### config.mk
export PLATFORM = sky130hd
export DESIGN_NAME = oam_dma_arbiter
export DESIGN_NICKNAME = d
export VERILOG_FILES = /design/src/rtl/oam_dma_arbiter.sv
export SDC_FILE = /design/constraint.sdc
export NUM_CORES = 1
export LEC_CHECK = 0
export BUFFER_PORTS_ARGS = -buffer_cell sky130_fd_sc_hd__buf_2
export CORE_ASPECT_RATIO = 1.4
export CORE_UTILIZATION = 40
export DETAILED_ROUTE_END_ITERATION = 12
export PLACE_DENSITY = 0.7
export SLEW_MARGIN = 20
export SYNTH_ARGS = -nofsm -noshare
export SYNTH_HDL_FRONTEND = slang
export SYNTH_SLANG_ARGS = --single-unit
### constraint.sdc
create_clock -name clk -period 4.13 [get_ports clk]
set_clock_uncertainty 0.1 [all_clocks]
set_input_delay 0.826 -clock clk [delete_from_list [all_inputs] [get_ports clk]]
set_output_delay 0.826 -clock clk [all_outputs]
set_load 0.1 [all_outputs]
### src/rtl/oam_dma_arbiter.sv
// oam_dma_arbiter: sprite OAM DMA sequencer sitting between the 6502 core
// wrapper and the system bus. A CPU write to $4014 latches a source page.
// The block then halts the CPU through RDY, copies {page,$00..$FF} to
// $2004 and returns the bus. Outside DMA the CPU bus passes straight through.
//
// Ports:
//   clk, rst          clock (one CPU cycle per edge), async active-low reset
//   cpu_addr/_data_out/_ren/_wen   CPU bus request (inputs)
//   cpu_data_in       read data to CPU (mirrors bus_data_in)
//   cpu_rdy           RDY to core: ext_rdy gated off while DMA owns the bus
//   ext_rdy           external RDY from the rest of the system
//   bus_addr/_data_out/_ren/_wen   system bus request (combinational)
//   bus_data_in       system bus read data
//   dma_busy          high whenever the sequencer is not idle
module oam_dma_arbiter (
  input  logic        clk,
  input  logic        rst,
  input  logic [15:0] cpu_addr,
  input  logic [7:0]  cpu_data_out,
  input  logic        cpu_ren,
  input  logic        cpu_wen,
  output logic [7:0]  cpu_data_in,
  output logic        cpu_rdy,
  input  logic        ext_rdy,
  output logic [15:0] bus_addr,
  output logic [7:0]  bus_data_out,
  output logic        bus_ren,
  output logic        bus_wen,
  input  logic [7:0]  bus_data_in,
  output logic        dma_busy
);

  localparam int unsigned ADDR_W = 16;
  localparam int unsigned DATA_W = 8;

  localparam logic [ADDR_W-1:0] DMA_REG_ADDR  = 16'h4014;
  localparam logic [ADDR_W-1:0] OAM_DATA_ADDR = 16'h2004;
  localparam logic [DATA_W-1:0] LAST_IDX      = 8'hFF;

  typedef enum logic [2:0] {
    S_IDLE  = 3'd0,
    S_HALT  = 3'd1,
    S_ALIGN = 3'd2,
    S_READ  = 3'd3,
    S_WRITE = 3'd4
  } state_t;

  state_t              state_q, state_d;
  logic [DATA_W-1:0]   page_q,  page_d;
  logic [DATA_W-1:0]   idx_q,   idx_d;
  logic [DATA_W-1:0]   latch_q, latch_d;
  logic                cyc_odd_q, cyc_odd_d;

  // State and datapath registers
  always_ff @(posedge clk or negedge rst) begin
    if (!rst) begin
      state_q   <= S_IDLE;
      page_q    <= '0;
      idx_q     <= '0;
      latch_q   <= '0;
      cyc_odd_q <= 1'b0;
    end else begin
      state_q   <= state_d;
      page_q    <= page_d;
      idx_q     <= idx_d;
      latch_q   <= latch_d;
      cyc_odd_q <= cyc_odd_d;
    end
  end

  // Next-state logic and bus steering; default is CPU pass-through
  always_comb begin
    state_d      = state_q;
    page_d       = page_q;
    idx_d        = idx_q;
    latch_d      = latch_q;
    cyc_odd_d    = ~cyc_odd_q;
    bus_addr     = cpu_addr;
    bus_data_out = cpu_data_out;
    bus_ren      = cpu_ren;
    bus_wen      = cpu_wen;

    case (state_q)
      S_IDLE: begin
        if (cpu_wen && (cpu_addr == DMA_REG_ADDR)) begin
          page_d  = cpu_data_out;
          state_d = S_HALT;
        end
      end

      // CPU keeps the bus until it issues a read; that read is the halt cycle.
      // Reads must land on even cycles, so peek at the next cycle's parity.
      S_HALT: begin
        if (cpu_ren) begin
          state_d = cyc_odd_d ? S_ALIGN : S_READ;
        end
      end

      S_ALIGN: begin
        bus_ren = 1'b0;
        bus_wen = 1'b0;
        state_d = S_READ;
      end

      S_READ: begin
        bus_addr = {page_q, idx_q};
        bus_ren  = 1'b1;
        bus_wen  = 1'b0;
        latch_d  = bus_data_in;
        state_d  = S_WRITE;
      end

      S_WRITE: begin
        bus_addr     = OAM_DATA_ADDR;
        bus_data_out = latch_q;
        bus_ren      = 1'b0;
        bus_wen      = 1'b1;
        if (idx_q == LAST_IDX) begin
          idx_d   = '0;
          state_d = S_IDLE;
        end else begin
          idx_d   = DATA_W'(idx_q + 8'd1);
          state_d = S_READ;
        end
      end

      default: begin
        state_d = S_IDLE;
      end
    endcase
  end

  assign cpu_data_in = bus_data_in;
  assign dma_busy    = (state_q != S_IDLE);
  assign cpu_rdy     = ext_rdy & ~dma_busy;

endmodule

==> results of run 1 <==
==> per-stage QoR <==
stage | area [um2] | worst slack [ns] | hold slack, ns
3_3_place_gp | 1920 | 1.42 | 0.299
5_1_grt | 1980 | 1.00 | 0.357
4_1_cts | 1980 | 1.15 | 0.321
6_report | 1980 | 1.12 | 0.322
2_1_floorplan | 1570 | 0.256 | 0.282
3_5_place_dp | 1920 | 1.39 | 0.308
==> sequential cells by signal (all words and copies together) (netlist names) <==
register	flops
page_q	8
cyc_odd_q	1
idx_q	8
latch_q	8
state_q	3
==> logic make-up (layout without fill, tap and decap cells) <==
family                   after synthesis  count (layout)  share of synthesized area
flip-flops                            28              28                      0.445
buffers and inverters                 20              83                     0.0692
multiplexers                          18              18                      0.127
XOR/XNOR                               3               3                     0.0167
AND/OR/NAND/NOR                       61              61                      0.190
adder cells (fa/ha/maj)                1               1                    0.00795
AO/OA/AOI/OAI                         32              32                      0.144
==> layer usage <==
layer  up-vias  share of wire  track usage
li1        690              -            -
met1       704           0.43        0.287
met2        50           0.51        0.342
met3         4          0.044       0.0240
met4         0          0.011       0.0625
met5         -              0            0
==> how the worst max path moves through the flow <==
stage / from / to / slack, ns / depth (start not counted)
floorplan: cpu_wen / bus_wen / 0.26 / 2
global route: state_q[1] / bus_addr[15] / 1.0 / 6
global placement: state_q[1] / bus_addr[15] / 1.42 / 6
detailed placement: cpu_addr[1] / page_q[2] / 1.39 / 4
CTS: state_q[1] / bus_addr[15] / 1.15 / 6
finish: state_q[1] / bus_addr[0] / 1.12 / 6
==> layout make-up <==
cell class                      count  area (um2)
Fill cell                         383        1730
Multi-Input combinational cell    115         772
Sequential cell                    28         701
Timing Repair Buffer               75         383
Clock buffer                        4        55.1
Tap cell                           42        52.6
Inverter                            4        15.0
==> cells in the mapped netlist <==
cell       number
a21oi_1         4
nor2_1          9
buf_4           8
nand4_1         2
xnor2_1         3
or3_1           1
inv_1           4
nand4b_1        1
a22o_2          1
or4_1           1
dfrtp_1        28
nor4_4          1
and3_1          1
nand3_1         2
o21ai_0         8
nor4_1          1
nor3b_1         1
nor4b_1         2
a31oi_1         2
mux2i_1         2
nand2_1        34
ha_1            1
a21o_1          1
or3b_2          2
mux2_2         16
o22ai_1         1
clkbuf_1        5
nand2b_1        1
buf_2           3
a2bb2oi_1       1
o21bai_1        1
nor3_1          2
a22o_1         13
==> power breakdown <==
group	total, uW	internal (uW)	leakage [uW]	switching, uW
Clock	172	85.4	0.0000288	86.1
Combinational	1150	230	0.000667	924
Sequential	427	350	0.000356	77.3
Total	1750	665	0.00105	1090
==> critical path, delay by kind of cell (launching register included) <==
| kind | cells | cell delay [ns] |
|---|---|---|
| AOI/OAI and AO/OA | 1 | 0.16 |
| buffers and inverters | 2 | 0.68 |
| DFF | 1 | 0.50 |
| and+or+nand+nor | 3 | 0.47 |
==> metrics.txt, run 1 <==
status completed; Synth area leader dfrtp_1; worst skew pair latency 0.27 ns; dpl cells 264; endpoint class of the critical path primary output; DR vias 1448; Leakage 0.00105 uW; post-CTS sizing 0; non-filler cells, final 268; worst slew pin tran 0.629 ns; clock root cell clkbuf_8; Final nets 265; Worst Path Required 3.20 ns; H-Tree Depth 1; Arr. time, crit path 2.08 ns; CTS tree yes; core area 3710 um2; clock-pin slew on the worst setup and hold paths 0.10 ns; number of buffers added on ports 72; FF-to-FF path depth 3; ANT nets after route 0; Ports 73; # Post-CTS Setup Buffers 0; share of layout cells above drive strength 1 0.447; synth warn 0; Mapped Cells 163; Max-Cap Viols 0; top cells by area, synth dfrtp_1 45%, mux2_2 11%, nand2_1 8.1%; RSZ-0062 raised after global routing no; Iteration-0 DRC Markers 34; # DRC 0; drt pass-1 iters 4; GRT Util Overall 0.211; Die Width 55.0 um; sequential area share after synthesis 0.445; DIE HEIGHT 76.2 um; slowest CP cell dfrtp_1; reg-to-reg slack, setup 1.89 ns; Remaining Overflow, GRT 0; WL/cell 15.3 um; syn avg cell area 9.66 um2; vias per inst 5.40; initial antenna violation count 0; largest net degree at the start of global routing 29; Total Power 1750 uW; Worst R2R Start state_q[1]; hold depth 1; Die ar. 4190 um2; number of global-route vias before repair 1375; Setup violations, final 0; post-DP HPWL 3.12 mm; total CTS buffers 3; final WL 4.09 mm; critical register-to-register path endpoint page_q[2]; # hold bufs at CTS 0; max-slew violations 0; commonest non-fill, non-tap cell in the layout buf_2; crit path cell chain nand2b_1 -> nor2_2 -> nor2_1 -> buf_4 -> a22o_1 -> buf_2; Cell Pwr Density 886 nW/um2; # diodes 0; critical-path maximum fanout 11; Hold Path Sink cyc_odd_q; Setup Crit Path Kind flip-flop to primary output; fmax 0.333 GHz; synthesis-stage register bit count 28; worst vdd ir 0.618 mV; Finished Core Util 0.533; cell row count 26; CP max stage delay 0.50 ns; min cycle time layout 3.01 ns; starting density of the core 0.424; final period utilization 0.728; first-pass GRT wire length 6.51 mm; hold_sp cyc_odd_q; setup TNS 0 ns; top cell type's share of synthesized area 0.445; commonest cells after routing, fill and taps aside 72 x buf_2, 34 x nand2_1, 28 x dfrtp_1; CTS Sinks 28; Hold Fails Final Rpt 0; Netlist cell types 33; placer congestion estimate 0.759; slew margin rel. 0.581; synthesized cell area 1570 um2; Area Overhead vs Synth 25.7%; Synthesized Nets 201; CP startpoint kind flip-flop; Clock Tree Buf Depth 2; worst hold path type flip-flop to flip-flop
(Power assumes the default switching activity.)
==> inputs of run 2 (changes only) <==
--- a/config.mk
+++ b/config.mk
@@ -5,11 +5,12 @@
 export SDC_FILE = /design/constraint.sdc
 export NUM_CORES = 1
 export LEC_CHECK = 0
+export ABC_AREA = 1
 export BUFFER_PORTS_ARGS = -buffer_cell sky130_fd_sc_hd__buf_2
 export CORE_ASPECT_RATIO = 1.4
 export CORE_UTILIZATION = 40
 export DETAILED_ROUTE_END_ITERATION = 12
-export PLACE_DENSITY = 0.7
+export PLACE_DENSITY = 0.72
 export SLEW_MARGIN = 20
 export SYNTH_ARGS = -nofsm -noshare
 export SYNTH_HDL_FRONTEND = slang
==> constraint.sdc (replaced) <==
create_clock -name clk -period 2.7 [get_ports clk]
set_clock_uncertainty 0.1 [all_clocks]
set_input_delay 0.54 -clock clk [delete_from_list [all_inputs] [get_ports clk]]
set_output_delay 0.54 -clock clk [all_outputs]
set_load 0.1 [all_outputs]
==> metrics.txt, run 2 <==
status complete, but fails checks; Synth area leader dfrtp_1; GRT Util Overall 0.198 (-0.0128); Post-synth EDFFs 0 (unchanged); total CTS buffers 3 (unchanged); dpl cells 343 (+30%); H-Tree Depth 1 (unchanged); Arr. time, crit path 1.93 ns (-0.15 ns); reg-to-reg slack, setup 1.12 ns (-0.77 ns); sequential cell area 701 um2 (unchanged); clock-pin slew on the worst setup and hold paths 0.09 ns (about the same); final WL 4.28 mm (+4.7%); worst hold path type primary input to async pin; crit path cell chain inv_2 -> nand2_2 -> nor2_4 -> clkinvlp_4 -> buf_4 -> nor2_1 -> a21oi_2 -> buf_2; WL/cell 12.2 um (-20%); share of layout cells above drive strength 1 0.329 (-0.118); DR vias 1718 (+19%); leading registers by flop count idx_q (8), latch_q (8), page_q (8); slowest CP cell dfrtp_1; # diodes 0 (unchanged); first-pass GRT wire length 7.04 mm (+8.2%); Ports 73 (unchanged); synthesis-stage register bit count 28 (unchanged); worst skew pair latency 0.27 ns (about the same); initial antenna violation count 0 (unchanged); most frequent cell after synthesis nand2_1; Async SR Flop Fraction 1.00 (unchanged); Netlist cell types 23 (-30%); multi-input logic area 827 um2 (+7.1%); syn avg cell area 7.11 um2 (-26%); fmax 0.390 GHz; top cells by area, synth dfrtp_1 41%, nand2_1 24%, nand3_1 5.0%; FF-to-FF path depth 8 (+5); ANT nets after route 0 (unchanged); Die ar. 4540 um2 (+8.2%); busiest grt layer met2; WHS 0.174 ns (-0.148 ns); cell row count 27 (+3.8%); min cycle time layout 2.57 ns; Worst R2R Start idx_q[0]; Clock Tree Buf Depth 2 (unchanged); Final nets 347 (+31%); number of buffers added on ports 72 (unchanged); Setup Crit Path Kind flip-flop to primary output; post-DP HPWL 3.35 mm (+7.3%); sequential area share after synthesis 0.411 (-0.0346); Setup violations, final 0 (unchanged); Hold Fails Final Rpt 0 (unchanged); slew margin rel. 0.581 (about the same); fillers 382 (-0.26%); met3 usage 0.0277 (+0.00374); DIE HEIGHT 79.3 um (+4.0%); synthesized cell area 1710 um2 (+8.4%); synth warn 0 (unchanged); pre-CTS WS 0.296 ns (-1.09 ns); CTS Sinks 28 (unchanged); core area 4020 um2 (+8.4%); clock root cell clkbuf_8; Mapped Cells 240 (+47%); RSZ-0062 raised after global routing no; critical-path maximum fanout 8 (-3); top_reg_cell synth dfrtp_1; met1 Track Usage GR 0.246 (-0.0416); placer congestion estimate 0.789 (+4.0%); final worst slack 0.134 ns (-0.988 ns); Commonest cells post-synth 108 x nand2_1, 28 x dfrtp_1, 19 x inv_1, 17 x nand3_1, 15 x nor2_1; Synthesized Nets 278 (+38%); Leakage 0.00132 uW (+25%); endpoint class of the critical path primary output; CTS tree yes; Max-Cap Viols 0 (unchanged); Area Overhead vs Synth 39.3%; # hold bufs at CTS 0 (unchanged); critical register-to-register path endpoint state_q[1]; max-slew violations 0 (unchanged); final period utilization 0.950; vias per inst 4.91 (-9.2%); # DRC 6 (+6); top cell type's share of synthesized area 0.411 (-0.0346); Iteration-0 DRC Markers 59 (+74%); Cell Pwr Density 1200 nW/um2 (+35%); non-filler cells, final 350 (+31%); commonest cells after routing, fill and taps aside 108 x nand2_1, 55 x buf_2, 28 x dfrtp_1; Die Width 57.2 um (+4.0%); CP max stage delay 0.43 ns (-0.07 ns); number of global-route vias before repair 1625 (+18%); commonest non-fill, non-tap cell in the layout nand2_1; global-route track usage on met2 0.361 (+0.0190); worst vdd ir 0.579 mV (-6.3%); setup TNS 0 ns (unchanged); Finished Core Util 0.591 (+0.0579); drt pass-1 iters 8 (+4); Remaining Overflow, GRT 0 (unchanged); CP startpoint kind flip-flop; violated checks DRC; largest net degree at the start of global routing 29 (unchanged); worst slew pin tran 0.628 ns (-0.000294 ns); starting density of the core 0.425 (about the same); Worst Path Required 2.06 ns (-1.14 ns)
[run 2: worst max-delay path by stage]
stage / startpoint / endpoint / slack [ns] / cells after the start
6_report: state_q[2] / bus_addr[13] / 0.13 / 8
2_1_floorplan: state_q[2] / bus_addr[3] / -0.09 / 5
3_5_place_dp: state_q[2] / bus_addr[13] / 0.30 / 7
3_3_place_gp: state_q[2] / bus_addr[13] / 0.35 / 7
5_1_grt: state_q[2] / bus_addr[13] / 0.03 / 8
4_1_cts: state_q[2] / bus_addr[13] / 0.08 / 8
[run 2: per-stage QoR]
step / cell area (um2) / power, uW
5_1_grt: 2380 / 2990
3_5_place_dp: 2300 / 2600
2_1_floorplan: 1730 / 2060
3_3_place_gp: 2300 / 2580
4_1_cts: 2360 / 2840
6_report: 2380 / 2850
[run 2: power by group]
group          internal (uW)  switching (uW)  total (uW)
combinational            560            1470        2030
sequential               518            71.4         590
clock                    100             126         226
[run 2: logic make-up (layout without fill, tap and decap cells)]
kind of cell,after synthesis,in the layout,synth area share
buffers and inverters,37,104,0.118
flip-flops,28,28,0.411
AND/OR/NAND/NOR,150,150,0.372
adder cells (fa/ha/maj),1,1,0.00733
XOR/XNOR,5,5,0.0257
AO/OA/AOI/OAI,19,19,0.0667
[run 2: worst max-delay path: cells and delay by family, from the launching register on]
kind / cells / cell delay [ns]
buf+inv: 4 / 0.70
simple gates: 3 / 0.49
flops: 1 / 0.43
compound gates: 1 / 0.04
[run 2: metal layers]
metal,part of all wire,routed length (um)
met5,0,0
met4,0.0077,33
met3,0.048,206
met2,0.52,2210
met1,0.43,1830
[run 2: area by class of cell]
type,instances,area share
repair buffers,79,0.281
multi-input cells,175,0.348
flip-flops and latches,28,0.295
inverters,22,0.0363
clock buffers,3,0.0174
well taps,43,0.0226
[run 2: timing repair]
item,in CTS,in global routing
resized for setup,1,0
gates cloned,0,0
setup endpoints to repair,1,3
pin swaps,0,1
buffers inserted,2,2
